==> config.mk <==
export PLATFORM = sky130hd
export DESIGN_NAME = buffer_ctrl
export DESIGN_NICKNAME = d
export VERILOG_FILES = /design/src/rtl/buffer_ctrl.sv
export SDC_FILE = /design/constraint.sdc
export NUM_CORES = 1
export LEC_CHECK = 0
export CAP_MARGIN = 20
export CORE_MARGIN = 2
export CORE_UTILIZATION = 45
export CTS_BUF_LIST = sky130_fd_sc_hd__clkbuf_4 sky130_fd_sc_hd__clkbuf_8 sky130_fd_sc_hd__clkbuf_16
export CTS_CLUSTER_DIAMETER = 120
export DETAILED_ROUTE_END_ITERATION = 10
export HOLD_SLACK_MARGIN = 0.15
export PLACE_DENSITY = 0.85
export SYNTH_ARGS = -nofsm -noshare
export SYNTH_HDL_FRONTEND = slang
export SYNTH_SLANG_ARGS = --single-unit
==> constraint.sdc <==
create_clock -name clk -period 3.3 [get_ports clk]
set_input_delay 0.33 -clock clk [delete_from_list [all_inputs] [get_ports clk]]
set_output_delay 0.33 -clock clk [all_outputs]
set_load 0.02 [all_outputs]
==> src/rtl/buffer_ctrl.sv <==
// Pointer and occupancy controller for a K-in / J-out circular word buffer.
// Accepts K-word write bursts and issues J-word read bursts.
module buffer_ctrl #(
  parameter int SIZE = 16,
  parameter int K    = 4,
  parameter int J    = 4,
  parameter int BIT  = $clog2(SIZE),
  parameter int CNTW = $clog2(SIZE + 1)
) (
  input  logic            clk,
  input  logic            rst,
  input  logic            clr,
  input  logic            in_valid,
  output logic            in_ready,
  output logic            out_valid,
  input  logic            out_ready,
  output logic            ld,
  output logic [BIT-1:0]  write_add,
  output logic [BIT-1:0]  read_add,
  output logic [CNTW-1:0] count,
  output logic            full,
  output logic            empty,
  output logic            ovf_err
);

  localparam logic [CNTW-1:0] SPACE_LIM = CNTW'(SIZE - K);
  localparam logic [CNTW-1:0] K_C       = CNTW'(K);
  localparam logic [CNTW-1:0] J_C       = CNTW'(J);
  localparam logic [CNTW-1:0] SIZE_C    = CNTW'(SIZE);
  localparam logic [BIT-1:0]  K_STEP    = BIT'(K);
  localparam logic [BIT-1:0]  J_STEP    = BIT'(J);

  logic [BIT-1:0]  wr_ptr;
  logic [BIT-1:0]  rd_ptr;
  logic [CNTW-1:0] cnt_q;
  logic [CNTW-1:0] cnt_nxt;
  logic            ovf_q;
  logic            wr;
  logic            rd;

  assign in_ready  = (cnt_q <= SPACE_LIM) && !clr;
  assign out_valid = (cnt_q >= J_C) && !clr;
  assign wr        = in_valid && in_ready;
  assign rd        = out_valid && out_ready;
  assign ld        = wr;
  assign write_add = wr_ptr;
  assign read_add  = rd_ptr;
  assign count     = cnt_q;
  assign full      = (cnt_q == SIZE_C);
  assign empty     = (cnt_q == '0);
  assign ovf_err   = ovf_q;

  // Bounds on in_ready/out_valid keep this free of wrap in either direction.
  always_comb begin
    cnt_nxt = cnt_q;
    if (wr) cnt_nxt = cnt_nxt + K_C;
    if (rd) cnt_nxt = cnt_nxt - J_C;
  end

  always_ff @(posedge clk or posedge rst) begin
    if (rst) begin
      wr_ptr <= '0;
      rd_ptr <= '0;
      cnt_q  <= '0;
      ovf_q  <= 1'b0;
    end else begin
      if (in_valid && !in_ready) ovf_q <= 1'b1;
      if (clr) begin
        wr_ptr <= '0;
        rd_ptr <= '0;
        cnt_q  <= '0;
      end else begin
        if (wr) wr_ptr <= wr_ptr + K_STEP;
        if (rd) rd_ptr <= rd_ptr + J_STEP;
        cnt_q <= cnt_nxt;
      end
    end
  end

endmodule
* Yosys cells after proc, flatten, opt, wreduce, memory -nomap -nowiden *
Cells that the tools add are included.

storage, ports and cells
  memories = 0
  logic and storage cells = 28
  register bits after elaboration = 14
  bits in latches = 0
  memory bits (read-only) = 0
  bits in writable memories = 0

cells by class
  muxes and demuxes = 7
  equal/unequal tests = 1
  magnitude comparators = 2
  reductions and logical operators = 10
  shift-type cells = 0
  divide/modulo/power cells = 0
  add/sub/neg operators = 4
  bitwise operators = 0
  multipliers = 0

operators with widths
  cell                 count
  $mux 4               4
  $mux 5               3
  $add 4x3->4 const B  2
  $add 5x3->5 const B  1
  $eq 5x5->1 const B   1
  $ge 5x3->1 const B   1
  $le 5x4->1 const B   1
  $logic_and 1x1->1    5
  $logic_not 5->1      1
  $sub 5x3->5 const B  1
  $reduce_bool 2->1    2
  $logic_not 1->1      2

* Depth between registers and ports, before layout *
  depth after elaboration = 7
  gate-level depth with buffers = 9
  mapped depth without buffers = 8

* Least setup slack after synthesis *
Ideal clock, no wire load.

  path type = register to register
  from = reg cnt_q[2] (netlist: count[2])
  to = reg cnt_q[4] (netlist: count[4])
  period minus slack after synthesis = 2.088 ns
  cell stages (with the launch flop) = 8
  slack = 1.212 ns
  data required time = 3.222 ns
  buffers on the path = 0
  library setup time = 0.078 ns
  arrival time = 2.009 ns
  cell sequence = dfrtp_1 -> ha_1 -> ha_1 -> o21a_1 -> a21oi_1 -> ha_1 -> a211o_1 -> a21oi_1

on the way
  word-level cells in the longest chain between the ends = 7
  elaborated cells between the ends (all ways) = 11

ends and longest elaborated chain
  item                    line  source
  start, declared         35    logic [CNTW-1:0] cnt_q;
  start signal, assigned  75    cnt_q <= cnt_nxt;
  $le 5x4->1 (*)          41    assign in_ready = (cnt_q <= SPACE_LIM) && !clr;
  $logic_and 1x1->1 (*)   41
  $logic_and 1x1->1 (*)   43    assign wr = in_valid && in_ready;
  named net ld            17    output logic ld,
  $mux 5 (*)              56    if (wr) cnt_nxt = cnt_nxt + K_C;
  $sub 5x3->5             57    if (rd) cnt_nxt = cnt_nxt - J_C;
  $mux 5 (*)              57
  $mux 5 (*)              68    if (clr) begin

Mark *: on every way through the listed nets, which the timed path passes. The rest lies on a longest branch.
A chain may end at the register's enable or synchronous reset.

* Worst setup path in the final report *
  from = in clr
  to = out ld

on the way
  word-level cells in the longest chain between the ends = 3

ends and longest elaborated chain
  item               line  source
  start, declared    12    input logic clr,
  $logic_not 1->1    41
  $logic_and 1x1->1  41
  $logic_and 1x1->1  43
  end, declared      17

No other way between the ends.

==> impl_results.md <==
* Die outline width at 41.0 um
* Fraction of final layout cells sized beyond drive strength 1 at 0.0814
* Highest clock frequency the design can meet at 403 MHz
* Detail Placement HPWL at approximately 890 um
* Register bit total from synthesis at 8
* Pwr per Cell Area at 666 mW/mm^2
* Vias post-DR at 530
* Critical path's most frequent cell: sky130_fd_sc_hd__clkdlybuf4s50_1
* Worst Reg-to-Reg Cells at 8
* Post-Place Worst Slack at around 0.84 ns
* Mapped Cells at 69
* Overall routing resource usage at 0.173
* Final critical-path setup slack at 0.820 ns
* Data required time of the critical path at 2.97 ns
* Number of gates resized after CTS at 0
* Clock buffer count from CTS at 3
* Final period util at 0.751
* Number of global-route vias before repair at 401
* Site Rows at 13
* Library cell with the largest summed area after synthesis: sky130_fd_sc_hd__dfrtp_1
* Number of library cell types mapped by synthesis at 27
* Source of the critical timing path: clr
* Count of hold-fix buffers inserted at cts at 0
* Dpl cell area at 768 sq um
* Count of final setup violators at 0
* Area of the core at 0.00128 sq mm
* TritonCTS clock tree: done
* Critical path endpoint category: output port
* Top cell family by delay on the critical path: buffers and inverters
* Global-route wire length before repair at 1.81 mm
* Filler cells at 106
* CP Data Arrival Time at 2.15 ns
* Max stage delay on crit path at 0.62 ns
* Count of yosys warnings during synthesis at 0
* Static leakage power at ~0.34 nW
* Hold crit path type: input pin to async pin
* Maximum count of clock buffers along a single path at 2
* Routed wire per std cell at 11.5 um
* Setup repair after global routing missed its margin: no
* Via-to-Cell Ratio at 5.25
* Final number of max-transition violations at 0
* Vertical die dimension at 41.0 um
* Clock latency on the worst-skew pair at 0.25 ns
* Total Negative Setup Slacks at 0 ns
* DRC violation count after routing at 0
* Worst clock skew on the final layout at 0.00134 ns
* Antenna violations before repair at 0
* Final Wtd Congestion at around 0.9
* Number of buffer and inverter stages on the critical path at 2
* Detailed Route WL at 1.17 mm
* Total Die Area at ~0.0017 sq mm
* Share of the yosys chip area belonging to registers at 0.326
* Worst reg2reg path startpoint: count[2]
* Avg Inst Size Synth at 8.90 sq um
* Cell area after synthesis at 614 sq um
* H-tree Lvls at 1
* Worst flop-to-flop path endpoint: count[4]
* ANT nets after route at 0
* Post-route cell area at between 700 and 800 sq um
* Number of max-cap violations at 0
* Top cells by area, synth: sky130_fd_sc_hd__dfrtp_1 (33%), sky130_fd_sc_hd__ha_1 (10%), sky130_fd_sc_hd__buf_4 (7.3%)
* Critical Path Fanout Max at 12
* GRT Residual Overflow at 0
* Setup slack of the most critical reg-to-reg path at 1.12 ns
* Total chip power at 0.526 mW
* Syn-to-layout area delta at 28.7%
* Status: finished clean
* Worst vdd rail ir drop at 0.000358 V
* Detailed-router iteration count before antenna repair at 4
* I/O pins at 24
* Antenna diodes at 0
* Final count of hold timing violations at 0
* Starting DRC count in detailed routing at 7
* Clock sinks at 8
* Crit path kind: input pin to output port
* Clock transition at the register clock pins on the worst setup and hold paths after CTS at 0.06 ns
* Worst Setup Start Kind: input pin
* Initial core utilization at 0.478
* Shortest period the worst path allows at roughly 2.5 ns
* CTS root buf: sky130_fd_sc_hd__clkbuf_4
* Fraction of synthesized cell area taken by the top area cell type at 0.326
* Critical path cell sequence: clkdlybuf4s50_1, nor2b_1, o21a_1, clkdlybuf4s50_1
* Critical path's slowest cell: sky130_fd_sc_hd__clkdlybuf4s50_1
* Pin count of the biggest net entering global routing at 13
* Nets at 98
* Number of port buffers at 17
* Buffer count from post-CTS setup fixing at 0
[layer usage]
layer  track usage  share of wire
met1         0.226           0.45
met2         0.238           0.47
met3        0.0217          0.050
met4         0.167          0.029
met5             0              0
[final cells by class]
| type | instances | area [sq um] | area share |
|---|---|---|---|
| multi-input cells | 52 | 357 | 0.451 |
| flip-flops and latches | 8 | 200 | 0.253 |
| repair buffers | 17 | 170 | 0.215 |
| clock buffers | 3 | 22.5 | 0.0285 |
| inverters | 6 | 22.5 | 0.0285 |
| well taps | 15 | 18.8 | 0.0237 |
[kinds of logic after synthesis]
family          synth area share
simple gates               0.185
compound gates             0.191
xor+xnor                  0.0285
flops                      0.326
buf+inv                    0.124
fa+ha+maj                  0.102
other cells              0.00610
mux                       0.0367
[power breakdown]
part,switching (mW),total (mW),leakage (nW),internal [mW]
Clock,0.0349,0.0766,0.0138,0.0417
Sequential,0.0376,0.156,0.102,0.118
Combinational,0.152,0.294,0.220,0.142
[worst max-delay path by stage]
stage | end | slack, ns | depth (start not counted)
6_report | ld | 0.82 | 4
5_1_grt | ld | 0.71 | 4
4_1_cts | ld | 0.84 | 4
3_5_place_dp | ld | 0.84 | 4
2_1_floorplan | count[4] | 1.21 | 7
3_3_place_gp | ld | 0.87 | 4
[Yosys cell counts]
library cell,number
sky130_fd_sc_hd__a211o_1,1
sky130_fd_sc_hd__nand2_1,1
sky130_fd_sc_hd__buf_4,6
sky130_fd_sc_hd__mux2_2,2
sky130_fd_sc_hd__inv_1,6
sky130_fd_sc_hd__o211ai_1,3
sky130_fd_sc_hd__nor3_1,1
sky130_fd_sc_hd__clkbuf_1,1
sky130_fd_sc_hd__a211oi_1,2
sky130_fd_sc_hd__nor4_4,1
sky130_fd_sc_hd__nand2b_1,2
sky130_fd_sc_hd__o21ai_0,4
sky130_fd_sc_hd__dfrtp_1,8
sky130_fd_sc_hd__buf_2,1
sky130_fd_sc_hd__a21oi_1,6
sky130_fd_sc_hd__nand3b_1,1
sky130_fd_sc_hd__a31oi_1,1
sky130_fd_sc_hd__xor2_1,2
sky130_fd_sc_hd__ha_1,5
sky130_fd_sc_hd__o21a_1,1
sky130_fd_sc_hd__or3_1,1
sky130_fd_sc_hd__o21bai_1,1
sky130_fd_sc_hd__and2_1,1
sky130_fd_sc_hd__nor3b_2,1
sky130_fd_sc_hd__conb_1,1
sky130_fd_sc_hd__nor2_1,7
sky130_fd_sc_hd__nor2b_1,2
[through the flow]
step	hold WS (ns)	std cells	util
6_report	0.332	101	0.615
5_1_grt	0.366	101	0.615
4_1_cts	0.332	101	0.615
3_5_place_dp	0.455	98	0.598
3_3_place_gp	0.450	98	0.598
2_1_floorplan	0.146	74	-
[cells in the final DEF, fill, tap and decap left out]
| cell | count |
|---|---|
| sky130_fd_sc_hd__clkdlybuf4s50_1 | 17 |
| sky130_fd_sc_hd__dfrtp_1 | 8 |
| sky130_fd_sc_hd__nor2_1 | 7 |
| sky130_fd_sc_hd__a21oi_1 | 6 |
| sky130_fd_sc_hd__inv_1 | 6 |
| sky130_fd_sc_hd__conb_1 | 6 |
| sky130_fd_sc_hd__ha_1 | 5 |
| sky130_fd_sc_hd__o21ai_0 | 4 |
| sky130_fd_sc_hd__o211ai_1 | 3 |
| sky130_fd_sc_hd__clkbuf_4 | 3 |
| sky130_fd_sc_hd__xor2_1 | 2 |
| sky130_fd_sc_hd__mux2_2 | 2 |
| sky130_fd_sc_hd__nand2b_1 | 2 |
| sky130_fd_sc_hd__nor2b_1 | 2 |
| sky130_fd_sc_hd__a211oi_1 | 2 |
| sky130_fd_sc_hd__nor4_4 | 1 |
| sky130_fd_sc_hd__nor3b_2 | 1 |
| sky130_fd_sc_hd__o21a_1 | 1 |
| sky130_fd_sc_hd__o21bai_1 | 1 |
| sky130_fd_sc_hd__and2_1 | 1 |
| sky130_fd_sc_hd__nor3_1 | 1 |
| sky130_fd_sc_hd__nand3b_1 | 1 |
| sky130_fd_sc_hd__a31oi_1 | 1 |
| sky130_fd_sc_hd__a211o_1 | 1 |
| sky130_fd_sc_hd__nand2_1 | 1 |
| sky130_fd_sc_hd__or3_1 | 1 |
[registers in the layout, indices dropped and copies added (netlist names)]
register and count:
ovf_err 1, read_add 2, count 3, write_add 2
No activity file was read; power rests on OpenSTA's default activity.
